File: src/rtl/fsm_rx.sv
// rtl/fsm_rx.sv - UART receiver: 16x oversampling, 8N1 framing, Done/frame_err strobes
module fsm_rx #(
  parameter int DIV = 4
) (
  input  logic       clk,
  input  logic       reset,
  input  logic       rx,
  output logic [7:0] dataout,
  output logic       Done,
  output logic       frame_err,
  output logic       busy,
  output logic       tick
);

  localparam int CW = (DIV > 2) ? $clog2(DIV) : 1;
  localparam logic [CW-1:0] TICK_LAST = CW'(DIV - 1);

  typedef enum logic [1:0] {
    IDLE  = 2'd0,
    START = 2'd1,
    DATA  = 2'd2,
    STOP  = 2'd3
  } state_t;

  state_t         state;
  logic           rx_m;
  logic           rx_s;
  logic           rx_p;
  logic [CW-1:0]  t_cnt;
  logic [3:0]     s_cnt;
  logic [2:0]     b_cnt;
  logic [7:0]     sh;
  logic           fall;

  // Two-flop synchronizer plus a delayed copy for falling-edge detection; all idle high
  always_ff @(posedge clk) begin
    if (reset) begin
      rx_m <= 1'b1;
      rx_s <= 1'b1;
      rx_p <= 1'b1;
    end else begin
      rx_m <= rx;
      rx_s <= rx_m;
      rx_p <= rx_s;
    end
  end

  assign fall = rx_p & ~rx_s;

  // Free-running oversample divider; tick marks its last count
  always_ff @(posedge clk) begin
    if (reset) begin
      t_cnt <= '0;
    end else if (t_cnt == TICK_LAST) begin
      t_cnt <= '0;
    end else begin
      t_cnt <= t_cnt + 1'b1;
    end
  end

  assign tick = (t_cnt == TICK_LAST);
  assign busy = (state != IDLE);

  // Receive FSM: start qualification at mid start bit, data/stop sampled every 16 ticks
  always_ff @(posedge clk) begin
    if (reset) begin
      state     <= IDLE;
      s_cnt     <= 4'd0;
      b_cnt     <= 3'd0;
      sh        <= 8'h00;
      dataout   <= 8'h00;
      Done      <= 1'b0;
      frame_err <= 1'b0;
    end else begin
      Done      <= 1'b0;
      frame_err <= 1'b0;
      case (state)
        IDLE: begin
          if (fall) begin
            state <= START;
            s_cnt <= 4'd0;
          end
        end
        START: begin
          if (tick) begin
            if (s_cnt == 4'd7) begin
              s_cnt <= 4'd0;
              if (!rx_s) begin
                state <= DATA;
                b_cnt <= 3'd0;
              end else begin
                // Line went back high before mid-bit: a glitch, not a start bit
                state <= IDLE;
              end
            end else begin
              s_cnt <= s_cnt + 4'd1;
            end
          end
        end
        DATA: begin
          if (tick) begin
            if (s_cnt == 4'd15) begin
              s_cnt <= 4'd0;
              sh    <= {rx_s, sh[7:1]};
              if (b_cnt == 3'd7) begin
                state <= STOP;
              end else begin
                b_cnt <= b_cnt + 3'd1;
              end
            end else begin
              s_cnt <= s_cnt + 4'd1;
            end
          end
        end
        STOP: begin
          if (tick) begin
            if (s_cnt == 4'd15) begin
              // Return to IDLE at mid stop bit so a back-to-back start edge is caught
              s_cnt <= 4'd0;
              state <= IDLE;
              if (rx_s) begin
                dataout <= sh;
                Done    <= 1'b1;
              end else begin
                frame_err <= 1'b1;
              end
            end else begin
              s_cnt <= s_cnt + 4'd1;
            end
          end
        end
        default: begin
          state <= IDLE;
        end
      endcase
    end
  end

endmodule

File: config.mk
export PLATFORM = sky130hd
export DESIGN_NAME = fsm_rx
export DESIGN_NICKNAME = d
export VERILOG_FILES = /design/src/rtl/fsm_rx.sv
export SDC_FILE = /design/constraint.sdc
export NUM_CORES = 1
export LEC_CHECK = 0
export BUFFER_PORTS_ARGS = -buffer_cell sky130_fd_sc_hd__buf_2
export CAP_MARGIN = 20
export CORE_MARGIN = 1.5
export CORE_UTILIZATION = 35
export DETAILED_ROUTE_END_ITERATION = 10
export MAX_ROUTING_LAYER = met4
export SLEW_MARGIN = 20
export SYNTH_ARGS = -nofsm -noshare
export SYNTH_HDL_FRONTEND = slang
export SYNTH_SLANG_ARGS = --single-unit
File: constraint.sdc
create_clock -name clk -period 1.9 [get_ports clk]
set_input_delay 0.19 -clock clk [delete_from_list [all_inputs] [get_ports clk]]
set_output_delay 0.19 -clock clk [all_outputs]
set_load 0.02 [all_outputs]
Yosys cells after proc, flatten, opt, wreduce, memory -nomap -nowiden
Index checks and enable logic that the tools add are counted.
{"block": "totals", "reg_bits": 32, "word_cells": 73}
{"block": "classes", "add_sub_neg": 3, "n_eq_ne": 18, "muxes": 25, "bitwise_logic": 5, "reduce_logical": 11}
{"operator": "4-bit 2-to-1 mux", "count": 5}
{"operator": "2-bit != test, second input constant", "count": 10}
{"operator": "2-bit 2-to-1 mux", "count": 9}
{"operator": "3-bit 2-to-1 mux", "count": 6}
{"operator": "4-bit one-hot mux with 3 select lines", "count": 1}
{"operator": "2-bit one-hot mux with 4 select lines", "count": 1}
{"operator": "8-bit AND reduction", "count": 1}
{"operator": "7-bit AND reduction", "count": 1}
{"operator": "2-bit == test, second input constant", "count": 3}
{"operator": "3-bit one-hot mux with 2 select lines", "count": 1}
{"operator": "3-bit AND reduction", "count": 2}
{"operator": "4-bit by 1-bit adder with 4-bit output, second input constant", "count": 1}
{"operator": "4-bit by 3-bit == test with 1-bit output, second input constant", "count": 1}
{"operator": "4-bit == test, second input constant", "count": 1}
{"operator": "1-bit NOT", "count": 4}
{"operator": "4-bit AND reduction", "count": 1}
{"operator": "2-bit nonzero test", "count": 2}
{"operator": "2-bit OR reduction", "count": 2}
{"operator": "4-bit OR reduction", "count": 1}
{"operator": "3-bit by 1-bit adder with 3-bit output, second input constant", "count": 1}
{"operator": "3-bit == test, second input constant", "count": 1}
{"operator": "2-bit by 1-bit adder with 2-bit output, second input constant", "count": 1}
{"operator": "2-bit by 1-bit == test with 1-bit output, second input constant", "count": 1}
{"operator": "2-bit logical NOT", "count": 1}
{"operator": "other kinds (3)", "count": 4}

Longest topological paths before layout
Gate-level depths: netlist (run 1).
{"block": "depth", "depth_word": 5, "ltp_mapped": 6, "mapped_depth_nobuf": 6}

Worst setup path before layout (run 1)
No wires, ideal clock.
{"block": "synth_path", "path_kind": "flip-flop to flip-flop", "start": "reg t_cnt[0]", "end": "reg state[0]", "setup_time_ns": 0.123, "arrival_ns": 1.516, "required_ns": 1.777, "path_slack_ns": 0.261, "path_stages_with_launch": 6, "synth_period_minus_slack_ns": 1.639, "path_cell_list": "dfxtp_1 ha_1 o21ai_0 o31a_1 a31oi_2 mux2_1"}
{"block": "synth_via", "elab_chain_len": 3, "elab_cells_between_ends": 5, "cone_classes": "eq/ne (4); reduce/logical (1)"}
{"item": "start, declared", "line": "29", "rtl": "logic [CW-1:0] t_cnt;"}
{"item": "start signal, assigned", "line": "57", "rtl": "t_cnt <= t_cnt + 1'b1;"}
{"item": "2-bit == test (*)", "line": "61", "rtl": "assign tick = (t_cnt == TICK_LAST);"}
{"item": "net tick", "line": "12", "rtl": "output logic tick"}
{"item": "2-bit != test (no line)"}
{"item": "8-bit AND reduction (no line) (*)"}
{"item": "end signal, assigned", "line": "67", "rtl": "state <= IDLE;"}
{"item": "end signal, assigned", "line": "80", "rtl": "state <= START;"}
{"item": "end signal, assigned", "line": "89", "rtl": "state <= DATA;"}
{"item": "end, declared", "line": "25", "rtl": "state_t state;"}
Mark *: on every way through the listed nets, which the timed path passes. The rest lies on a longest branch.
A chain may end at the register's enable or synchronous reset.

Worst setup path after layout (run 1)
{"block": "layout_path", "start": "reg t_cnt[0]", "end": "reg state[0]"}
{"block": "layout_via", "elab_chain_len": 3, "elab_cells_between_ends": 5, "cone_classes": "eq/ne (4); reduce/logical (1)"}
{"item": "2-bit == test (*)", "line": "61"}
{"item": "2-bit != test (no line)"}
{"item": "8-bit AND reduction (no line) (*)"}
Mark *: on every way between the ends. The rest lies on a longest branch, timed or not.

==> results of run 1 <==
==> sequential cells by signal, summed over array words and instances, names as in the netlist, 2 cells and up, named ones only <==
register and cells:
s_cnt 4, b_cnt 3, dataout 8, sh 8, t_cnt 2
==> through the flow <==
stage	std cells	cell area [um^2]	hold WS, ns	setup WS [ns]
finish	201	1580	0.08708	0.1646
global route	201	1580	0.07737	0.05160
CTS	201	1580	0.08249	0.1958
detailed placement	193	1454	0.3813	0.2069
global placement	193	1454	0.3761	0.2816
floorplan	136	1340	0.2938	0.2605
==> final timing paths <==
| path | to | cells after the start | start |
|---|---|---|---|
| max | state[0] | 5 | t_cnt[0] |
| min reg2reg | rx_s | 1 | rx_m |
| max reg2reg | state[0] | 5 | t_cnt[0] |
| min | rx_m | 2 | rx |
==> layout by cell type (no fill, tap or decap), drive strengths merged <==
cell type,synthesis,layout
a211oi,1,1
a21oi,1,1
o31ai,1,1
o211ai,2,2
o31a,1,1
a22oi,1,1
and3b,2,2
and2,3,3
nor4bb,1,1
nand4,1,1
or2,4,4
nor2,27,27
ha,4,4
mux2i,19,19
nand2,4,4
o21ai,5,5
dfxtp,32,32
o32a,1,1
buf,5,17
clkbuf,3,7
nor3,2,2
and4,2,2
xnor2,1,1
bufinv,0,1
nor4b,1,1
nor3b,2,2
nand2b,1,1
o21a,1,1
nor2b,1,1
nand3,2,2
a31oi,1,1
inv,1,1
nand4b,1,1
mux2,2,2
==> final cells by class <==
type	count	area [um^2]	share of cell area, %
repair buffers	17	92.59	5.859
multi-input cells	95	656.9	41.57
clock buffers	7	96.34	6.097
inverters	1	3.754	0.2375
clock inverters	1	30.03	1.900
flip-flops and latches	32	640.6	40.54
well taps	48	60.06	3.800
==> cell families (layout without fill, tap and decap cells) <==
logic type | count (synthesis) | after routing | synth area share, %
xor gates and xnor gates | 1 | 1 | 0.6537
muxes | 21 | 21 | 15.87
and+or+nand+nor | 54 | 54 | 20.82
buffers and inverters | 9 | 26 | 3.175
adders and majority gates | 4 | 4 | 3.735
DFF | 32 | 32 | 47.81
AOI/OAI and AO/OA | 15 | 15 | 7.936
==> layer usage <==
metal / up-vias / GRT usage, % / wire [um] / part of all wire (%)
met5: - / - / 0 / 0
met2: 30 / 21.13 / 1117 / 46
li1: 505 / - / - / -
met1: 471 / 13.96 / 1113 / 46
met4: 0 / 8.511 / 46 / 1.9
met3: 6 / 5.729 / 145 / 6.0
==> power groups by stage <==
stage	combinational [W]	clock [W]	sequential (W)
floorplan	0.0000771	0	0.000709
global placement	0.0000885	0	0.000717
detailed placement	0.0000914	0	0.000719
CTS	0.0000914	0.000727	0.000704
global route	0.000101	0.000755	0.000706
finish	0.0000920	0.000708	0.000704
==> metrics.csv, run 1 <==
stage,metric,value,unit
outcome,status,"finished, final reports clean",
critical_path,worstSetupStartpointType,register,
timing,period_share,91.34,%
grt,grt_pass1_wl,4.112,mm
critical_path,cpLargestDelayFamily,compound AO/OA/AOI/OAI gates,
clock_tree,cts.clk_slew.worst_paths,0.06,ns
yosys,synthArstFlopShare,0,%
routing,drc,0,
finish,syn2layout_area_growth,17.93,%
clock_tree,cts_root_buf,clkbuf_8,
floorplanning,fp.dieH,64.88,um
timing,setup_viol,0,
routing,vias_per_cell,5.035,
yosys,yosys_register_bits,32,
timing,final_hold_viol_count,0,
timing,fin_crit,1.735,ns
power_and_ir_drop,internal-power,0.001186,W
yosys,ys_seq_area_share,47.81,%
critical_path,cp_cell_sequence,ha_1 -> o21ai_0 -> o31a_1 -> a31oi_2 -> mux2_1,
critical_path,crit_slowest_cell,ha_1,
critical_path,required,2.07,ns
floorplanning,dieWidth,64.88,um
timing,slew-limit-headroom,63.19,%
yosys,syn_area,1340,um^2
timing,worst_pin_slew,0.5521,ns
power_and_ir_drop,pwr-share-seq,46.8,%
yosys,yosysTopAreaCell,dfxtp_1,
critical_path,worst-path-max-fanout,9,
timing,slew_violations,0,
power_and_ir_drop,totalPowerFinal,0.001504,W
placement,gp_congestion,0.8918,
grt,grt_max_degree,33,
hold_path,hold_class,in -> reg,
routing,wl,2.423,mm
yosys,avgSynthCellArea,9.853,um^2
critical_path,worstSetupPathType,reg -> reg,
yosys,synth_top_area_share,47.81,%
power_and_ir_drop,vdd_drop_max,451.0,uV
grt,grt_pass1_vias,960,
yosys,yosysWarnings,0,
power_and_ir_drop,powerDensity,951.8,nW/um^2
power_and_ir_drop,p_sw_share,21.15,%
clock_tree,cts_tree,done,
critical_path,cp-end-kind,register,
yosys,synth.top_cells.by_area,"dfxtp_1, mux2i_1, nor2_1",
routing,detail-route-antenna-nets,0,
clock_tree,cts_hold_buf,0,
grt,antenna_found_initial,0,
clock_tree,cts_setup_buffers,0,
timing,final.setup_skew,0.006845,ns
yosys,synth.most_common_cell,dfxtp_1,
finish,final_nets,159,
finish,layout-drive-gt1-share,20.26,%
critical_path,critPathMaxStageDelay,0.36,ns
routing,drt_iter0_drc,41,
yosys,synth.distinct_cells,36,
finish,diodes,0,
power_and_ir_drop,p_leak,0.7045,nW
routing,wl_per_cell,12.05,um
routing,first_pass_iters,4,
yosys,ys.flop_type,dfxtp_1,
power_and_ir_drop,p_clk_share,47.0,%
yosys,synth_commonest_cells,"dfxtp_1, nor2_1, mux2i_1, o21ai_0",
job,drv_cap,0,
floorplanning,std_cell_rows,22,
yosys,syn-num-nets,143,
clock_tree,htreeDepth,2,
floorplanning,die_area,4209,um^2
placement,io_buffer_count,14,
power_and_ir_drop,combPwrFrac,6.1,%
clock_tree,cts_buffers,5,
floorplanning,initial_core_util,36.60,%
finish,fillCellCount,354,
grt,grt_overflow,0,
finish,fin_util,43.16,%
critical_path,cp_data_arrival_time,1.91,ns
floorplanning,coreArea,3661,um^2
placement,dp_hpwl,1.616,mm
floorplanning,io_pins,15,
grt,track_usage,13.50,%
clock_tree,worstSkewPairLatency,0.28,ns
yosys,synth_cells,136,
timing,fin_tns_setup,0,ns
clock_tree,cts.sinks,32,
routing,num_vias,1012,
clock_tree,ctsLongestPathBuffers,2,
critical_path,reg2reg_setup_slack,0.16,ns
power_and_ir_drop,switchingPower,0.0003182,W
yosys,synth_edf_count,0,
timing,max_freq,576.2,MHz
clock_tree,cts.repair.resized,0,
timing,rsz0062_at_grt,false,
critical_path,path_buf_inv,0,
Power figures use the tool's default switching activity.
==> run 2: changes to the inputs <==
- PLACE_DENSITY: not set -> 0.59
==> run 2 against run 1 <==
Critical path depth up 1; count of clock-buffer cells in the layout down 1; final area down 1.7%; worst hold slack worse by 0.0012 ns; sequential share of layout area up 0.69 points; first-iteration DRC count down 22%; flip-flop and latch count unchanged; clock power down 11%; routed wire length down 0.29%; cell count down 0.50%; worst setup slack better by 0.073 ns; clock skew down 0.00064 ns.
==> metrics.csv, run 2 (synthesis gave the netlist of run 1 again) <==
stage,metric,value,unit,change
timing,period_share,87.49,%,was 91.34%
hold_path,hold_class,in -> reg,,unchanged
critical_path,cp_data_arrival_time,1.82,ns,was 1.91 ns
floorplanning,std_cell_rows,22,,unchanged
timing,worst_pin_slew,0.5396,ns,was 0.5521 ns
power_and_ir_drop,vdd_drop_max,494.5,uV,was 451.0 uV
placement,dp_hpwl,1.656,mm,was 1.616 mm
power_and_ir_drop,pwr-share-seq,50.0,%,was 46.8%
floorplanning,initial_core_util,36.60,%,unchanged
routing,detail-route-antenna-nets,0,,unchanged
finish,layout-drive-gt1-share,19.08,%,was 20.26%
job,drv_cap,0,,unchanged
critical_path,r2r_cells,6,,was 5
floorplanning,die_area,4209,um^2,unchanged
routing,wl_per_cell,12.08,um,was 12.05 um
routing,drc,0,,unchanged
power_and_ir_drop,combPwrFrac,5.7,%,was 6.1%
clock_tree,cts.clk_slew.worst_paths,0.06,ns,about the same
routing,drt_iter0_drc,32,,was 41
finish,fin_area,1554,um^2,was 1580 um^2
critical_path,timing.rr.end,sh[3],,was state[0]
placement,dpl-instance-area,1446,um^2,was 1454 um^2
timing,final.setup_skew,0.006201,ns,was 0.006845 ns
hold_path,min_delay_path_depth,2,,unchanged
clock_tree,cts_hold_buf,0,,unchanged
floorplanning,coreArea,3661,um^2,unchanged
clock_tree,cts_setup_buffers,0,,unchanged
critical_path,worst-path-max-fanout,9,,unchanged
finish,fillCellCount,370,,was 354
floorplanning,dieWidth,64.88,um,unchanged
placement,placedCellCount,192,,was 193
floorplanning,io_pins,15,,unchanged
clock_tree,cts.sinks,32,,unchanged
routing,vias_per_cell,4.825,,was 5.035
timing,final_hold_viol_count,0,,unchanged
timing,slew-limit-headroom,64.03,%,was 63.19%
hold_path,min_to,rx_m,,unchanged
finish,fin_util,42.45,%,was 43.16%
timing,whs,0.08589,ns,was 0.08708 ns
power_and_ir_drop,p_clk_share,44.4,%,was 47.0%
timing,fin_crit,1.662,ns,was 1.735 ns
routing,wl,2.416,mm,was 2.423 mm
finish,layout.cells.most_common,dfxtp_1,,unchanged
finish,finalNonFillerCells,200,,was 201
power_and_ir_drop,p_sw_share,21.93,%,was 21.15%
critical_path,worstSetupPathType,reg -> reg,,unchanged
clock_tree,cts_tree,done,,unchanged
grt,grt_pass1_wl,4.174,mm,was 4.112 mm
grt,grt_pass1_vias,958,,was 960
critical_path,required,2.05,ns,was 2.07 ns
critical_path,cp-end-kind,register,,unchanged
clock_tree,worstSkewPairLatency,0.29,ns,was 0.28 ns
finish,syn2layout_area_growth,15.97,%,was 17.93%
clock_tree,cts_buffers,5,,unchanged
timing,fin_tns_setup,0,ns,unchanged
critical_path,cp-startpoint,t_cnt[0],,unchanged
outcome,status,"finished, final reports clean",,unchanged
clock_tree,htreeDepth,2,,unchanged
critical_path,rr_startpoint,t_cnt[0],,unchanged
finish,reg_top3,"dataout (8), sh (8), s_cnt (4)",,unchanged
finish,diodes,0,,unchanged
clock_tree,cts_root_buf,clkbuf_8,,unchanged
finish,final_nets,158,,was 159
grt,track_usage,13.83,%,was 13.50%
floorplanning,fp.dieH,64.88,um,unchanged
clock_tree,cts.repair.resized,0,,unchanged
power_and_ir_drop,p_leak,0.6898,nW,was 0.7045 nW
finish,final_cell_mix,"dfxtp_1, nor2_1, mux2i_1",,unchanged
critical_path,crit_slowest_cell,dfxtp_1,,was ha_1
placement,io_buffer_count,14,,unchanged
timing,max_freq,601.6,MHz,was 576.2 MHz
grt,grt_max_degree,33,,unchanged
timing,slew_violations,0,,unchanged
hold_path,hold_start,rx,,unchanged
grt,antenna_found_initial,0,,unchanged
critical_path,reg2reg_setup_slack,0.24,ns,was 0.16 ns
power_and_ir_drop,powerDensity,914.4,nW/um^2,was 951.8 nW/um^2
timing,rsz0062_at_grt,false,,unchanged
placement,gp_congestion,0.7777,,was 0.8918
routing,num_vias,965,,was 1012
power_and_ir_drop,internal-power,0.001109,W,was 0.001186 W
power_and_ir_drop,switchingPower,0.0003116,W,was 0.0003182 W
critical_path,critPathMaxStageDelay,0.33,ns,was 0.36 ns
critical_path,cp_cell_sequence,ha_1 -> nand4_1 -> nor3b_1 -> buf_4 -> mux2i_1 -> nor2_1,,was ha_1 -> o21ai_0 -> o31a_1 -> a31oi_2 -> mux2_1
clock_tree,ctsLongestPathBuffers,2,,unchanged
grt,grt_overflow,0,,unchanged
timing,setup_viol,0,,unchanged
routing,first_pass_iters,4,,unchanged
critical_path,worstSetupStartpointType,register,,unchanged
[run 2: how the worst max path moves through the flow]
| stage | to | slack [ns] |
|---|---|---|
| 3_5_place_dp | sh[3] | 0.23 |
| 6_report | sh[3] | 0.24 |
| 5_1_grt | sh[5] | 0.02 |
| 4_1_cts | sh[3] | 0.20 |
| 3_3_place_gp | sh[0] | 0.24 |
| 2_1_floorplan | state[0] | 0.26 |
[run 2: power groups by stage]
stage / clock, W / combinational [W] / sequential, W
after floorplan: 0 / 0.0000771 / 0.000709
after global placement: 0 / 0.0000785 / 0.000722
after detailed placement: 0 / 0.0000806 / 0.000724
after CTS: 0.000649 / 0.0000810 / 0.000709
after global routing: 0.000675 / 0.0000892 / 0.000714
final: 0.000631 / 0.0000803 / 0.000710
[run 2: worst max-delay path: cells and delay by family (launching register included)]
kind | cells | cell delay, ns
buffers and inverters | 1 | 0.22
muxes | 1 | 0.20
adders and majority gates | 1 | 0.31
and+or+nand+nor | 3 | 0.46
DFF | 1 | 0.33
[run 2: per-stage QoR]
stage	setup slack (ns)	power [W]
3_3_place_gp	0.2421	0.0008004
4_1_cts	0.2013	0.001439
3_5_place_dp	0.2339	0.0008050
2_1_floorplan	0.2605	0.0007860
5_1_grt	0.02002	0.001479
6_report	0.2376	0.001421
[run 2: layer usage]
layer  share of wire (%)  track usage (%)  vias up
met5                   0                -        -
met4                 1.2            6.649        0
met3                 5.8            7.292        2
met2                  48            20.75       24
met1                  45            15.01      439
li1                    -                -      500
[run 2: cell type report]
type / count / area [um^2] / share of cell area [%]
flip-flops and latches: 32 / 640.6 / 41.22
clock buffers: 6 / 72.57 / 4.670
multi-input cells: 95 / 656.9 / 42.27
well taps: 48 / 60.06 / 3.865
clock inverters: 2 / 35.03 / 2.254
repair buffers: 16 / 85.08 / 5.475
inverters: 1 / 3.754 / 0.2415
